File: config.mk
export PLATFORM = sky130hd
export DESIGN_NAME = multicycle_adder
export DESIGN_NICKNAME = d
export VERILOG_FILES = /design/src/rtl/multicycle_adder_pkg.sv /design/src/rtl/chunk_adder.sv /design/src/rtl/full_adder.sv /design/src/rtl/multicycle_adder.sv
export SDC_FILE = /design/constraint.sdc
export NUM_CORES = 1
export LEC_CHECK = 0
export ABC_AREA = 1
export CORE_AREA = 2 2 100 102
export CTS_BUF_LIST = sky130_fd_sc_hd__clkbuf_4
export CTS_CLUSTER_SIZE = 12
export DETAILED_ROUTE_END_ITERATION = 7
export DIE_AREA = 0 0 102 104
export MAX_ROUTING_LAYER = met4
export PLACE_DENSITY_LB_ADDON = 0.3
export REMOVE_ABC_BUFFERS = 1
export SLEW_MARGIN = 0
export SYNTH_ARGS = -nofsm -noshare
export SYNTH_HDL_FRONTEND = slang
export SYNTH_SLANG_ARGS = --single-unit
File: constraint.sdc
create_clock -name clk -period 4.5 [get_ports clk]
set_input_delay 1.125 -clock clk [delete_from_list [all_inputs] [get_ports clk]]
set_output_delay 1.125 -clock clk [all_outputs]
set_load 0.1 [all_outputs]
File: src/rtl/multicycle_adder_pkg.sv
// Shared types and helpers for the multi-cycle add/subtract unit.
package multicycle_adder_pkg;

  typedef enum logic [1:0] {
    IDLE = 2'd0,
    RUN  = 2'd1,
    DONE = 2'd2
  } state_t;

  function automatic int clog2(input int value);
    int r;
    int v;
    r = 0;
    v = value - 1;
    while (v > 0) begin
      r = r + 1;
      v = v >> 1;
    end
    return r;
  endfunction

endpackage

File: src/rtl/chunk_adder.sv
// CHUNK-bit ripple adder built from full_adder cells.
module chunk_adder #(
  parameter int CHUNK = 8
) (
  input  logic [CHUNK-1:0] a,
  input  logic [CHUNK-1:0] b,
  input  logic             cin,
  output logic [CHUNK-1:0] sum,
  output logic             cout
);

  logic [CHUNK:0] c;

  assign c[0] = cin;

  for (genvar i = 0; i < CHUNK; i++) begin : g_bit
    full_adder u_fa (
      .a    (a[i]),
      .b    (b[i]),
      .cin  (c[i]),
      .sum  (sum[i]),
      .cout (c[i+1])
    );
  end

  assign cout = c[CHUNK];

endmodule

File: src/rtl/full_adder.sv
// Single-bit full adder cell; the building block of every ripple chain here.
module full_adder (
  input  logic a,
  input  logic b,
  input  logic cin,
  output logic sum,
  output logic cout
);

  assign sum  = a ^ b ^ cin;
  assign cout = (a & b) | (cin & (a ^ b));

endmodule

File: src/rtl/multicycle_adder.sv
// Multi-cycle add/subtract: one CHUNK-wide slice per clock with a registered
// inter-chunk carry. Accepts in IDLE only, presents the result in DONE.
module multicycle_adder
  import multicycle_adder_pkg::*;
#(
  parameter int WIDTH = 32,
  parameter int CHUNK = 8
) (
  input  logic             clk,
  input  logic             rst,
  input  logic             in_valid,
  output logic             in_ready,
  input  logic [WIDTH-1:0] a,
  input  logic [WIDTH-1:0] b,
  input  logic             cin,
  input  logic             op_sub,
  output logic             out_valid,
  input  logic             out_ready,
  output logic [WIDTH-1:0] sum,
  output logic             cout,
  output logic             ovf,
  output state_t           dbg_state
);

  // Handshake: a transfer happens on a rising edge where valid && ready are
  // both high; valid never depends combinationally on ready on either side.

  localparam int NCHUNKS = WIDTH / CHUNK;
  localparam int CW      = (NCHUNKS > 1) ? clog2(NCHUNKS) : 1;
  localparam logic [CW-1:0] LAST = CW'(NCHUNKS - 1);

  if (WIDTH % CHUNK != 0) begin : g_bad_cfg
    $error("multicycle_adder: WIDTH must be a multiple of CHUNK");
  end

  state_t           state_q, state_d;
  logic [WIDTH-1:0] a_q, b_q, sum_q;
  logic [CW-1:0]    cnt_q;
  logic             carry_q, cout_q, ovf_q;
  logic             load, step, last;
  logic [31:0]      base;
  logic [CHUNK-1:0] ch_sum;
  logic             ch_cout;

  always_ff @(posedge clk) begin
    if (rst) state_q <= IDLE;
    else     state_q <= state_d;
  end

  always_comb begin
    state_d   = state_q;
    in_ready  = 1'b0;
    out_valid = 1'b0;
    load      = 1'b0;
    step      = 1'b0;
    case (state_q)
      IDLE: begin
        in_ready = 1'b1;
        if (in_valid) begin
          load    = 1'b1;
          state_d = RUN;
        end
      end
      RUN: begin
        step = 1'b1;
        if (last) state_d = DONE;
      end
      DONE: begin
        out_valid = 1'b1;
        if (out_ready) state_d = IDLE;
      end
      default: state_d = IDLE;
    endcase
  end

  assign last = (cnt_q == LAST);
  assign base = {{(32-CW){1'b0}}, cnt_q} * 32'(CHUNK);

  chunk_adder #(.CHUNK(CHUNK)) u_chunk (
    .a    (a_q[base +: CHUNK]),
    .b    (b_q[base +: CHUNK]),
    .cin  (carry_q),
    .sum  (ch_sum),
    .cout (ch_cout)
  );

  // Subtraction is folded in at accept time: invert b and force carry-in.
  always_ff @(posedge clk) begin
    if (rst) begin
      a_q     <= '0;
      b_q     <= '0;
      sum_q   <= '0;
      cnt_q   <= '0;
      carry_q <= 1'b0;
      cout_q  <= 1'b0;
      ovf_q   <= 1'b0;
    end else if (load) begin
      a_q     <= a;
      b_q     <= op_sub ? ~b : b;
      carry_q <= op_sub | cin;
      cnt_q   <= '0;
    end else if (step) begin
      sum_q[base +: CHUNK] <= ch_sum;
      carry_q              <= ch_cout;
      if (last) begin
        cnt_q  <= '0;
        cout_q <= ch_cout;
        ovf_q  <= (a_q[WIDTH-1] == b_q[WIDTH-1]) && (ch_sum[CHUNK-1] != a_q[WIDTH-1]);
      end else begin
        cnt_q <= cnt_q + CW'(1);
      end
    end
  end

  assign sum       = sum_q;
  assign cout      = cout_q;
  assign ovf       = ovf_q;
  assign dbg_state = state_q;

endmodule

Yosys cells after proc, flatten, opt, wreduce, memory -nomap -nowiden
Index checks and enable logic that the tools add are counted.

Output and inout port bits: 38. Input bits: 70. Logic and storage cells: 86. Memories kept: 0. Bits in latches: 0. RAM bits: 0. Memory bits (read-only): 0. Flip-flop bits (word level): 103.

Eq/ne operators: 8. Shifts and indexed selects: 4. Add/subtract/negate cells: 2. Order comparisons: 0. Div/mod/pow operators: 0. Muxes and demuxes: 14. Reductions and logical operators: 7. Bitwise gates (word level): 43. Multipliers: 0.

Operator list (number): $shiftx A32 B6 Y8 (2); $neg A5 Y34 (1); $shift A8 B34 Y32 const A (1); $shiftx A8 B34 Y32 (1); $bwmux W32 (1); $mux W32 (1); $not A32 Y32 (1); $and A1 B1 Y1 (16); $xor A1 B1 Y1 (16); $or A1 B1 Y1 (9); $mux W2 (4); $mux W1 (7); $ne A2 B2 Y1 const B (3); $pmux W2 S3 (1); $reduce_and A3 Y1 (2); $eq A2 B2 Y1 const B (2); $add A2 B1 Y2 const B (1); $eq A2 B1 Y1 const B (1); $logic_not A2 Y1 (1); $reduce_and A2 Y1 (1); $reduce_bool A2 Y1 (1); $reduce_or A2 Y1 (1); $eq A1 B1 Y1 (1); $logic_and A1 B1 Y1 (1); other kinds (2) (2).

Longest topological paths before layout
Depth after elaboration: 20. Depth in mapped cells: 25. Mapped depth without buffers: 23.

Hierarchy
From an unflattened synthesis, not the netlist that was laid out.

Cells, all modules: 625. Area total of the unflattened synthesis: 4968.5 um2.

Modules (own cells, without submodules): multicycle_adder (area an instance 4808.4 um2, instances 1, cells an instance 617, sequential area each 2062.0 um2); full_adder (area an instance 20.0 um2, instances 8, cells an instance 1, sequential area each 0.0 um2).

Least setup slack after synthesis
No wires, ideal clock.

Path type: flip-flop to flip-flop. Start point: register cnt_q[0]. End point: register sum_q[15] (netlist: sum[15]). Data required time: 4.372 ns. Clock period less this slack: 4.155 ns. Cell stages (with the launch flop): 26. Buffers on the path: 2. Data arrival time: 4.028 ns. Setup time: 0.128 ns. Path slack: 0.345 ns. Cells stage by stage: dfxtp_1 -> buf_2 -> inv_1 -> clkbuf_1 -> nor2_1 -> nor2_1 -> a21oi_1 -> fa_1 -> inv_1 -> fa_1 -> fa_1 -> inv_1 -> fa_1 -> fa_1 -> inv_1 -> fa_1 -> inv_1 -> fa_1 -> inv_1 -> fa_1 -> inv_1 -> nor2_1 -> nand2_1 -> nor2_1 -> nor2_1 -> nor2_1.

Word-level cells in the longest chain between the ends: 19. Elaborated cells on any way between the ends: 43. Classes of those cells: add/sub (1); shift (4); mux (1); bitwise (37).

Ends and longest elaborated chain: start: declaration (RTL line multicycle_adder.sv:38) `logic [CW-1:0] cnt_q;`; start signal: assignment (RTL line multicycle_adder.sv:110) `cnt_q <= cnt_q + CW'(1);`; $shiftx A32 B6 Y8 (on tied branches) (RTL line multicycle_adder.sv:80, multicycle_adder.sv:81); $xor A1 B1 Y1 (RTL line full_adder.sv:10, full_adder.sv:11); $and A1 B1 Y1 (RTL line full_adder.sv:11) `assign cout = (a & b) | (cin & (a ^ b));`; $or A1 B1 Y1 (RTL line full_adder.sv:11); $and A1 B1 Y1 (RTL line full_adder.sv:11); $or A1 B1 Y1 (RTL line full_adder.sv:11); $and A1 B1 Y1 (RTL line full_adder.sv:11); $or A1 B1 Y1 (RTL line full_adder.sv:11); [3 not listed]; $or A1 B1 Y1 (RTL line full_adder.sv:11); $and A1 B1 Y1 (RTL line full_adder.sv:11); $or A1 B1 Y1 (RTL line full_adder.sv:11); $and A1 B1 Y1 (RTL line full_adder.sv:11); $or A1 B1 Y1 (RTL line full_adder.sv:11); $xor A1 B1 Y1 (RTL line full_adder.sv:10) `assign sum = a ^ b ^ cin;`; $shiftx A8 B34 Y32 (RTL line multicycle_adder.sv:103) `sum_q[base +: CHUNK] <= ch_sum;`; $bwmux W32 (*) (RTL line multicycle_adder.sv:103); end signal: indexed assignment (RTL line multicycle_adder.sv:103); end: declaration (RTL line multicycle_adder.sv:37) `logic [WIDTH-1:0] a_q, b_q, sum_q;`.

Mark *: on every way between the ends. The rest lies on a longest branch, timed or not. A chain may end at the register's enable or synchronous reset.

Worst setup path in the final report
Start point: register cnt_q[1]. End point: register sum_q[15] (netlist: sum[15]).

The elaborated chain is that of the path after synthesis.

==> impl_results.html <==
<table>
<tr><th>Metric</th><th>Value</th></tr>
<tr><th colspan="2">Drt</th></tr>
<tr><td>Via-to-Cell Ratio</td><td>4.990</td></tr>
<tr><td>Post-route ant nets</td><td>0</td></tr>
<tr><td>DR DRC count</td><td>0</td></tr>
<tr><td>Iter 0 DRT Violations</td><td>176</td></tr>
<tr><td>Count of TritonRoute iterations in the first routing pass</td><td>6</td></tr>
<tr><td>Average wire per standard cell</td><td>12.50 um</td></tr>
<tr><td>Post-detailed-routing wire length</td><td>11,480 um</td></tr>
<tr><td>Vias after detailed routing</td><td>4,586</td></tr>
<tr><th colspan="2">Critical path</th></tr>
<tr><td>Critical path's slowest cell</td><td>dfxtp_1</td></tr>
<tr><td>Max Fanout on Critical Path</td><td>9</td></tr>
<tr><td>Worst endpoint required time</td><td>4.85 ns</td></tr>
<tr><td>Critical path startpoint</td><td>cnt_q[1]$_SDFFE_PP0P_</td></tr>
<tr><td>CP Data Arrival Time</td><td>4.58 ns</td></tr>
<tr><td>Nature of the critical path startpoint</td><td>flip-flop</td></tr>
<tr><td>Crit end category</td><td>flip-flop</td></tr>
<tr><td>Top delay family on crit path</td><td>adder cells</td></tr>
<tr><td>Count of buffer and inverter cells on the critical path</td><td>6</td></tr>
<tr><td>Launch point of the worst reg-to-reg path</td><td>cnt_q[1]$_SDFFE_PP0P_</td></tr>
<tr><td>Most repeated library cell on the critical path</td><td>fa_1</td></tr>
<tr><td>Cells traversed along the worst timing path</td><td>o21ai_0 &gt; a21oi_1 &gt; a21oi_1 &gt; fa_1 &gt; inv_1 &gt; fa_1 &gt; fa_1 &gt; inv_1 &gt; fa_1 &gt; fa_1 &gt; inv_1 &gt; fa_1 &gt; inv_1 &gt; fa_1 &gt; inv_1 &gt; fa_1 &gt; inv_1 &gt; nor2_1 &gt; nand2_1 &gt; nor2_1 &gt; nor2_1 &gt; nor2_1</td></tr>
<tr><td>Maximum single-stage delay on the critical path</td><td>0.51 ns</td></tr>
<tr><td>Critical path type</td><td>flip-flop to flip-flop</td></tr>
<tr><th colspan="2">Synth</th></tr>
<tr><td>Top cells by area, synth</td><td>dfxtp_1 42%, nand2_1 9.9%, nor2_1 9.0%, o21ai_0 8.5%, xor2_1 5.6%</td></tr>
<tr><td>Proportion of synthesized chip area in sequential cells</td><td>41.53%</td></tr>
<tr><td>Unique masters post-synth</td><td>23</td></tr>
<tr><td>Mapped Cells</td><td>690</td></tr>
<tr><td>Register bit total from synthesis</td><td>103</td></tr>
<tr><td>Synth Cell Area</td><td>0.004965 mm^2</td></tr>
<tr><td>Post-synth top area share</td><td>41.53%</td></tr>
<tr><td>Library cell with the largest summed area after synthesis</td><td>dfxtp_1</td></tr>
<tr><td>Average cell area after synthesis</td><td>7.195 um^2</td></tr>
<tr><td>Yosys warning total</td><td>0</td></tr>
<tr><th colspan="2">Global route</th></tr>
<tr><td>Global-route usage over all layers</td><td>22.80%</td></tr>
<tr><td>Initial antenna violation count</td><td>0</td></tr>
<tr><td>First-pass GRT wire length</td><td>19,180 um</td></tr>
<tr><td>Vias in the first global route</td><td>4,375</td></tr>
<tr><td>Overflow left after global routing</td><td>0</td></tr>
<tr><td>Largest net degree at the start of global routing</td><td>62</td></tr>
<tr><th colspan="2">Final layout</th></tr>
<tr><td>Total number of nets in the final design</td><td>865</td></tr>
<tr><td>Layout area overhead</td><td>25.18%</td></tr>
<tr><td>Most frequent cells in the layout</td><td>131 x nand2_1, 119 x nor2_1, 106 x clkdlybuf4s50_1</td></tr>
<tr><td>Leading cell type in the layout, fill and taps excluded</td><td>nand2_1</td></tr>
<tr><td>Fin util</td><td>65.08%</td></tr>
<tr><td>Fraction of layout cells with a size suffix above 1</td><td>5.089%</td></tr>
<tr><td>ANT cells</td><td>0</td></tr>
<tr><th colspan="2">Timing</th></tr>
<tr><td>Final setup violation count</td><td>0</td></tr>
<tr><td>Post-route fraction of the period consumed by the critical path</td><td>93.83%</td></tr>
<tr><td>Final min period</td><td>4.222 ns</td></tr>
<tr><td>Hold violation count in the final report</td><td>0</td></tr>
<tr><td>Peak Freq</td><td>0.2368 GHz</td></tr>
<tr><td>Largest clock skew in the final design</td><td>0.01772 ns</td></tr>
<tr><td>Transition time at the pin with the least slew margin</td><td>0.9866 ns</td></tr>
<tr><td>Slew margin rel.</td><td>34.02%</td></tr>
<tr><td>Final Slew Violations</td><td>0</td></tr>
<tr><td>Final worst-path setup slack</td><td>0.2776 ns</td></tr>
<tr><td>Unrepaired setup endpoints after global routing</td><td>no</td></tr>
<tr><th colspan="2">Die</th></tr>
<tr><td>Row Count</td><td>36</td></tr>
<tr><td>Area of the die</td><td>0.01061 mm^2</td></tr>
<tr><td>Die W</td><td>102 um</td></tr>
<tr><td>DIE HEIGHT</td><td>104 um</td></tr>
<tr><td>Starting density of the core</td><td>51.99%</td></tr>
<tr><td>Area of the core region</td><td>0.009549 mm^2</td></tr>
<tr><td>IO Count</td><td>108</td></tr>
<tr><th colspan="2">Min path</th></tr>
<tr><td>Start point of the worst hold path</td><td>a_q[0]$_SDFFE_PP0P_</td></tr>
<tr><td>Hold crit path type</td><td>flip-flop to flip-flop</td></tr>
<tr><th colspan="2">Placed design</th></tr>
<tr><td>Worst-case setup slack after placement</td><td>0.2513 ns</td></tr>
<tr><td>Half-perimeter wire length after placement</td><td>8534 um</td></tr>
<tr><td>Count of buffers inserted at the top-level ports</td><td>107</td></tr>
<tr><td>GP Congestion</td><td>0.9133</td></tr>
<tr><th colspan="2">Clock network</th></tr>
<tr><td>Insertion delay of the later-clocked pin in the worst-skew pair</td><td>0.45 ns</td></tr>
<tr><td>Longest Clk Path Bufs</td><td>2</td></tr>
<tr><td>Clock tree from TritonCTS</td><td>built</td></tr>
<tr><td>CTS H-tree depth</td><td>3</td></tr>
<tr><td># Post-CTS Setup Buffers</td><td>0</td></tr>
<tr><td>CTS sink cnt</td><td>103</td></tr>
<tr><td>Number of buffers inserted during clock tree synthesis</td><td>9</td></tr>
<tr><td>Master cell of the clock root buffer</td><td>clkbuf_4</td></tr>
<tr><td>Hold buffer count at CTS</td><td>0</td></tr>
<tr><td>Clock transition at the register clock pins on the worst setup and hold paths after CTS</td><td>0.16 ns</td></tr>
<tr><th colspan="2">Pwr</th></tr>
<tr><td>Leakage power of the design</td><td>0.002591 uW</td></tr>
<tr><td>Maximum vdd drop</td><td>0.0001656 V</td></tr>
<tr><td>Power density over cell area</td><td>308.7 mW/mm^2</td></tr>
<tr><th colspan="2">Outcome</th></tr>
<tr><td>Run status</td><td>complete, no violations</td></tr>
<tr><th colspan="2">Run</th></tr>
<tr><td>Maximum Capacitance Violations</td><td>0</td></tr>
</table>
[state kept, by name (all words and copies together) (netlist names)]
register	count
cout	1
a_q	32
dbg_state	2
sum	32
b_q	32
ovf	1
carry_q	1
cnt_q	2
[cells by family after synthesis]
kind of cell	Yosys count	synth area share, %
buffers and inverters	104	9.073
flip-flops	103	41.53
adder cells (fa/ha/maj)	14	4.738
XOR/XNOR	32	5.645
AO/OA/AOI/OAI	140	14.16
AND/OR/NAND/NOR	297	24.85
[stage by stage]
step                      hold WS (ns)  cells  TNS, ns  cell area, um^2  power (uW)
after detailed placement        0.4535    903        0             6077        1465
after CTS                       0.4733    919        0             6213        1924
after global routing            0.4982    919        0             6215        2011
final                           0.4728    919        0             6215        1919
after global placement          0.4458    903        0             6077        1453
after floorplan                 0.4265    652   -4.755             4762        1293
[cell type report]
type	count	area [um^2]
clock buffer	10	75.07
fill	874	3334
tap	133	166.4
timing repair buffer	118	1149
multi-input combinational	483	2452
inverter	66	247.7
sequential	103	2063
clock inverter	6	61.31
[worst reg2reg max path, delay by kind of cell, from the launching register on]
kind                     cells  cell delay [ns]
adder cells (fa/ha/maj)      8             2.47
flip-flops                   1             0.51
buffers and inverters        6             0.44
AO/OA/AOI/OAI                3             0.38
AND/OR/NAND/NOR              5             0.33
[synthesized netlist by cell type]
cell type and number:
nand2_1 131, nor2_1 119, dfxtp_1 103, o21ai_0 84, inv_1 63, a21oi_1 52, nand3_1 36, xor2_1 32
buf_2 18, clkbuf_1 14, fa_1 8, ha_1 6, buf_6 4, nor2_4 4, inv_2 3, nand2_4 3
buf_4 2, o21ai_1 2, o22ai_1 2, nand2_2 1, nand3_4 1, nand4_1 1, nor2_2 1
[where the power goes]
group	switching [uW]	total, uW	leakage, uW	internal [uW]
clock	297	470	0.0000677	173
combinational	278	447	0.00168	169
sequential	30.8	1000	0.000845	971
[per-layer routing]
metal | global-route usage [%] | share of wire (%)
met5 | - | 0
met4 | 9.238 | 2.5
met3 | 3.226 | 5.3
met2 | 37.64 | 49
met1 | 27.79 | 44
[final timing paths]
path	to	slack, ns	cells past startpoint
worst max-delay path	sum[15]$_SDFFE_PP0P_	0.28	22
worst min-delay path	a_q[0]$_SDFFE_PP0P_	0.47	2
worst max register to register	sum[15]$_SDFFE_PP0P_	0.28	22
worst min register to register	a_q[0]$_SDFFE_PP0P_	0.47	2
[what timing repair did]
action,4_1_cts,5_1_grt
hold endpoints to repair,0,0
endpoints found under the setup margin,0,2
resized for setup,0,1
Note: power is estimated with default switching activity, not from simulation.
